[config.mk]
export PLATFORM = sky130hd
export DESIGN_NAME = uart_rx_oversampled
export DESIGN_NICKNAME = d
export VERILOG_FILES = /design/src/rtl/uart_pkg.sv /design/src/rtl/uart_rx_sync.sv /design/src/rtl/uart_rx_oversampled.sv
export SDC_FILE = /design/constraint.sdc
export NUM_CORES = 1
export LEC_CHECK = 0
export CORE_ASPECT_RATIO = 2
export CORE_MARGIN = 2
export CORE_UTILIZATION = 31
export DETAILED_ROUTE_END_ITERATION = 12
export SYNTH_ARGS = -nofsm -noshare
export SYNTH_HDL_FRONTEND = slang
export SYNTH_SLANG_ARGS = --single-unit
[constraint.sdc]
create_clock -name clk -period 4.8 [get_ports clk]
set_clock_uncertainty 0.15 [all_clocks]
set_input_delay 0.96 -clock clk [delete_from_list [all_inputs] [get_ports clk]]
set_output_delay 0.96 -clock clk [all_outputs]
set_load 0.03 [all_outputs]
[src/rtl/uart_pkg.sv]
// Shared definitions for the oversampled UART receiver.
// Holds the state encoding, the default oversample ratio and the parity-check helper.
package uart_pkg;

    localparam int UART_SAMPLE_DEF = 32;

    typedef enum logic [2:0] {
        ST_IDLE   = 3'd0,
        ST_START  = 3'd1,
        ST_DATA   = 3'd2,
        ST_PARITY = 3'd3,
        ST_STOP   = 3'd4
    } rx_state_t;

    // data_xor is the XOR-reduction of the received data word.
    function automatic logic parity_mismatch(input logic data_xor, input logic sample, input logic odd);
        return (data_xor ^ sample) != odd;
    endfunction

endpackage

[src/rtl/uart_rx_sync.sv]
// Two-flop synchroniser for the serial line plus a delayed copy for falling-edge detection.
// Every flop resets to 1 so that a reset never produces a false start edge.
module uart_rx_sync (
    input  logic clk,
    input  logic reset_n,
    input  logic rx,
    output logic rx_s,
    output logic fall
);

    logic meta_r;
    logic rx_s_d_r;

    // Synchroniser chain followed by the one-clock delayed copy.
    always_ff @(posedge clk or negedge reset_n) begin
        if (!reset_n) begin
            meta_r   <= 1'b1;
            rx_s     <= 1'b1;
            rx_s_d_r <= 1'b1;
        end else begin
            meta_r   <= rx;
            rx_s     <= meta_r;
            rx_s_d_r <= rx_s;
        end
    end

    assign fall = rx_s_d_r & ~rx_s;

endmodule

[src/rtl/uart_rx_oversampled.sv]
// Oversampled UART receiver: start-edge detection, mid-bit sampling, optional parity and
// stop-bit checking, one word per frame with a single-clock done strobe.
module uart_rx_oversampled
    import uart_pkg::*;
#(
    parameter int SAMPLE     = UART_SAMPLE_DEF,
    parameter int DBIT       = 8,
    parameter int PARITY_EN  = 0,
    parameter int PARITY_ODD = 0,
    parameter int STOP_BITS  = 1
) (
    input  logic            clk,
    input  logic            reset_n,
    input  logic            s_tick,
    input  logic            rx,
    output logic [DBIT-1:0] rx_dout,
    output logic            rx_done,
    output logic            frame_err,
    output logic            parity_err,
    output logic            busy
);

    localparam int SW = (SAMPLE > 1) ? $clog2(SAMPLE) : 1;
    localparam int NW = (DBIT > 1) ? $clog2(DBIT) : 1;

    localparam logic [SW-1:0] S_MID   = SW'(SAMPLE / 2 - 1);
    localparam logic [SW-1:0] S_LAST  = SW'(SAMPLE - 1);
    localparam logic [NW-1:0] N_DLAST = NW'(DBIT - 1);
    localparam logic [NW-1:0] N_SLAST = NW'(STOP_BITS - 1);
    localparam logic          PAR_ON  = (PARITY_EN != 0);
    localparam logic          PAR_ODD = (PARITY_ODD != 0);

    logic            rx_s;
    logic            fall;
    rx_state_t       state_r;
    logic [SW-1:0]   s_cnt_r;
    logic [NW-1:0]   n_cnt_r;
    logic [DBIT-1:0] shreg_r;
    logic            ferr_r;
    logic            perr_r;

    uart_rx_sync u_sync (
        .clk     (clk),
        .reset_n (reset_n),
        .rx      (rx),
        .rx_s    (rx_s),
        .fall    (fall)
    );

    // Receive FSM with registered outputs; all counting is gated by s_tick.
    always_ff @(posedge clk or negedge reset_n) begin
        if (!reset_n) begin
            state_r    <= ST_IDLE;
            s_cnt_r    <= '0;
            n_cnt_r    <= '0;
            shreg_r    <= '0;
            ferr_r     <= 1'b0;
            perr_r     <= 1'b0;
            rx_dout    <= '0;
            rx_done    <= 1'b0;
            frame_err  <= 1'b0;
            parity_err <= 1'b0;
            busy       <= 1'b0;
        end else begin
            rx_done <= 1'b0;
            case (state_r)
                ST_IDLE: begin
                    // Only a real falling edge starts a frame; a held-low line (break) does not.
                    if (fall) begin
                        state_r <= ST_START;
                        s_cnt_r <= '0;
                        ferr_r  <= 1'b0;
                        perr_r  <= 1'b0;
                        busy    <= 1'b1;
                    end
                end
                ST_START: begin
                    if (s_tick) begin
                        if (s_cnt_r == S_MID) begin
                            s_cnt_r <= '0;
                            if (!rx_s) begin
                                state_r <= ST_DATA;
                                n_cnt_r <= '0;
                            end else begin
                                state_r <= ST_IDLE;
                                busy    <= 1'b0;
                            end
                        end else begin
                            s_cnt_r <= s_cnt_r + 1'b1;
                        end
                    end
                end
                ST_DATA: begin
                    if (s_tick) begin
                        if (s_cnt_r == S_LAST) begin
                            shreg_r <= {rx_s, shreg_r[DBIT-1:1]};
                            s_cnt_r <= '0;
                            if (n_cnt_r == N_DLAST) begin
                                n_cnt_r <= '0;
                                state_r <= PAR_ON ? ST_PARITY : ST_STOP;
                            end else begin
                                n_cnt_r <= n_cnt_r + 1'b1;
                            end
                        end else begin
                            s_cnt_r <= s_cnt_r + 1'b1;
                        end
                    end
                end
                ST_PARITY: begin
                    if (s_tick) begin
                        if (s_cnt_r == S_LAST) begin
                            perr_r  <= parity_mismatch(^shreg_r, rx_s, PAR_ODD);
                            state_r <= ST_STOP;
                            s_cnt_r <= '0;
                            n_cnt_r <= '0;
                        end else begin
                            s_cnt_r <= s_cnt_r + 1'b1;
                        end
                    end
                end
                ST_STOP: begin
                    if (s_tick) begin
                        if (s_cnt_r == S_LAST) begin
                            s_cnt_r <= '0;
                            if (!rx_s) begin
                                ferr_r <= 1'b1;
                            end
                            // Leaving at mid-stop-bit lets a back-to-back start edge be seen.
                            if (n_cnt_r == N_SLAST) begin
                                n_cnt_r    <= '0;
                                state_r    <= ST_IDLE;
                                busy       <= 1'b0;
                                rx_dout    <= shreg_r;
                                frame_err  <= ferr_r | ~rx_s;
                                parity_err <= perr_r;
                                rx_done    <= 1'b1;
                            end else begin
                                n_cnt_r <= n_cnt_r + 1'b1;
                            end
                        end else begin
                            s_cnt_r <= s_cnt_r + 1'b1;
                        end
                    end
                end
                default: begin
                    state_r <= ST_IDLE;
                    s_cnt_r <= '0;
                    n_cnt_r <= '0;
                    busy    <= 1'b0;
                end
            endcase
        end
    end

endmodule

==> impl_metrics.csv <==
group,metric,value,unit
clock_network,clockBufferDepth,2,
clock_network,cts_root_buf,"clkbuf_16",
setup_path,r2r-end,"n_cnt_r[1]",
finish,area_delta_synth_final,17.0,%
logic_synthesis,ys_warn_count,0,
finish,seqCellArea,905,µm²
logic_synthesis,synth.cell_area,1930,µm²
setup_path,critPathCaptureType,"register",
timing,hold_violations,0,
routing,drt_iter0_markers,45,
routing,wl_per_cell,15.8,µm
routing,wl_met3,111,µm
min_path,whs_path_depth,0,
global_routing,grt.overflow.total,0,
logic_synthesis,async_reset_ff_share,100,%
clock_network,post_cts_buffers,0,
timing,fin_tns_setup,0,ps
setup_path,worst_ep_arrival_time,2750,ps
global_routing,grt_pass1_wl,6.75,mm
floorplan,coreArea,6010,µm²
timing,period_share,57.0,%
clock_network,cts_sinks,36,
finish,utilization,37.6,%
logic_synthesis,synth_area_leaders,"dfrtp_1, mux2_2, ha_1, dfstp_2, inv_1",
global_routing,antenna_found_initial,0,
timing,whs,205,ps
clock_network,ctsHoldBuffers,0,
finish,fin_cells,242,
finish,nNetsFinal,190,
logic_synthesis,syn-mean-instance-area,11.8,µm²
placement,portBuffers,15,
logic_synthesis,synth_top_area_share,42.8,%
routing,m1WireLength,1.51,mm
routing,postRouteAntennaNets,0,
placement,placed_area,2110,µm²
finish,antennaDiodeCount,0,
setup_path,required,4820,ps
floorplan,io_pins,16,
min_path,min_from,"u_sync.meta_r",
logic_synthesis,synth-edff-count,0,
setup_path,crit_chain,"clkdlybuf4s50_1, nand2_1, nor3_2, mux2_2",
routing,drc,0,
global_routing,grt_max_degree,37,
setup_path,timing.rr.start,"s_cnt_r[0]",
timing,timing.final.ws_setup,2060,ps
setup_path,max_stage_delay,640,ps
logic_synthesis,yosys.area.top_type,"dfrtp_1",
finish,layout_commonest_cell,"dfrtp_1",
global_routing,track_usage,13.0,%
outcome,status,"finished clean",
placement,gp_congestion,0.749,
pwr,vdd_drop_max,0.221,mV
logic_synthesis,ys_ff_latch,36,
logic_synthesis,syn_nets,176,
clock_network,numCtsBuffers,5,
setup_path,start_kind,"input port",
finish,design_area,2260,µm²
pwr,p_leak,1.04,nW
floorplan,rows,40,
setup_path,r2r_slack,2160,ps
min_path,hold_class,"register to register",
timing,setup_violations,0,
global_routing,grt_pass1_vias,1383,
routing,drt_pre_antenna_iters,4,
timing,max_freq,366,MHz
floorplan,die_w,59.8,µm
setup_path,rr_worst_depth,7,
run,drv_cap,0,
timing,tightest_slew,806,ps
clock_network,clk_pin_slew,60,ps
setup_path,worstSetupPathType,"input port to register",
timing,rsz0062_at_grt,"false",
timing,maxSlewHeadroom,46.3,%
placement,dp.cells,234,
logic_synthesis,synth_flop_cell,"dfrtp_1",
finish,final_cell_mix,"dfrtp_1, mux2_2, clkdlybuf4s50_1, inv_1, ha_1",
timing,layout_min_cycle_time,2740,ps
routing,via_count,1301,
floorplan,dieArea,6910,µm²
finish,drive_above_1_share,21.2,%
min_path,holdPathEnd,"u_sync.rx_s",
placement,pre_cts_slack,1760,ps
logic_synthesis,synth.distinct_cells,49,
setup_path,worstPathMaxFanout,10,
pwr,total_power,1.03,mW
timing,slew_violations,0,
clock_network,cts.repair.resized,0,
logic_synthesis,netlist_instances,164,
floorplan,initial_utilization,32.1,%
finish,multi_input_area,943,µm²
routing,drt-total-wl,3.82,mm
routing,dr_wl_met2,2.04,mm
clock_network,cts_tree,"done",
floorplan,die_h,116,µm
routing,routed.top_layer,"met4",
clock_network,clkLatencyLatePin,280,ps
placement,hpwlAfterDp,2.73,mm
setup_path,crit_path_top_delay_cell,"clkdlybuf4s50_1",
clock_network,htreeDepth,2,
finish,fillers,579,
routing,vias_per_cell,5.38,
logic_synthesis,seq_area_frac_synth,46.9,%
pwr,powerDensity,456,nW/µm²
==> area by class of cell <==
type,count,area share [%]
inverter,11,1.83
timing repair buffer,15,6.42
clock inverter,3,0.941
tap,63,3.49
multi-input combinational,109,41.7
sequential,36,40.0
clock buffer,5,5.54
==> how the worst max path moves through the flow <==
stage / slack (ps) / endpoint / cells past startpoint / start
2_1_floorplan: 2340 / shreg_r[0] / 4 / s_tick
3_3_place_gp: 1790 / shreg_r[0] / 4 / s_tick
3_5_place_dp: 1760 / shreg_r[5] / 4 / s_tick
4_1_cts: 2060 / shreg_r[7] / 4 / s_tick
5_1_grt: 1940 / shreg_r[7] / 4 / s_tick
6_report: 2060 / shreg_r[5] / 4 / s_tick
==> cell usage after synthesis (2+ instances only) <==
| cell type | n |
|---|---|
| nor2_1 | 3 |
| dfrtp_1 | 33 |
| ha_1 | 8 |
| xnor2_1 | 4 |
| inv_1 | 11 |
| nand3_1 | 3 |
| nor4b_1 | 2 |
| o2111ai_1 | 2 |
| mux2i_1 | 3 |
| a31oi_1 | 3 |
| mux2_2 | 20 |
| buf_2 | 3 |
| nand2b_1 | 5 |
| clkbuf_1 | 4 |
| nor3b_1 | 3 |
| and3_1 | 2 |
| dfstp_2 | 3 |
| o2bb2ai_1 | 2 |
| o211ai_1 | 3 |
| o21ai_0 | 7 |
| nor3_1 | 3 |
| xor2_1 | 3 |
| o221ai_1 | 2 |
| nor2b_1 | 2 |
| nand2_1 | 6 |
==> power breakdown <==
part | total [mW] | internal, mW | switching, mW
clock | 0.323 | 0.193 | 0.130
combinational | 0.288 | 0.126 | 0.162
sequential | 0.418 | 0.343 | 0.0756
==> registers in the layout, indices dropped and copies added (netlist names) <==
| signal | cells |
|---|---|
| state_r | 3 |
| rx_done | 1 |
| perr_r | 1 |
| s_cnt_r | 5 |
| rx_dout | 8 |
| parity_err | 1 |
| ferr_r | 1 |
| shreg_r | 8 |
| frame_err | 1 |
| busy | 1 |
| u_sync.meta_r | 1 |
| u_sync.rx_s | 1 |
| u_sync.rx_s_d_r | 1 |
| n_cnt_r | 3 |
==> cells by family after synthesis <==
group	share of synthesized area [%]
DFF	46.9
and+or+nand+nor	13.0
adders and majority gates	5.18
buffers and inverters	4.28
muxes	13.2
xor gates and xnor gates	4.34
AOI/OAI and AO/OA	13.1
==> worst max-delay path: cells and delay by family <==
family / cells / cell delay [ps]
buf+inv: 1 / 640
mux: 1 / 400
simple gates: 2 / 740
==> routing by layer <==
layer	GRT usage [%]	vias up
met5	0	-
met4	8.00	0
met3	2.68	10
met2	21.9	21
met1	14.5	645
li1	-	625
Power figures use the tool's default switching activity.
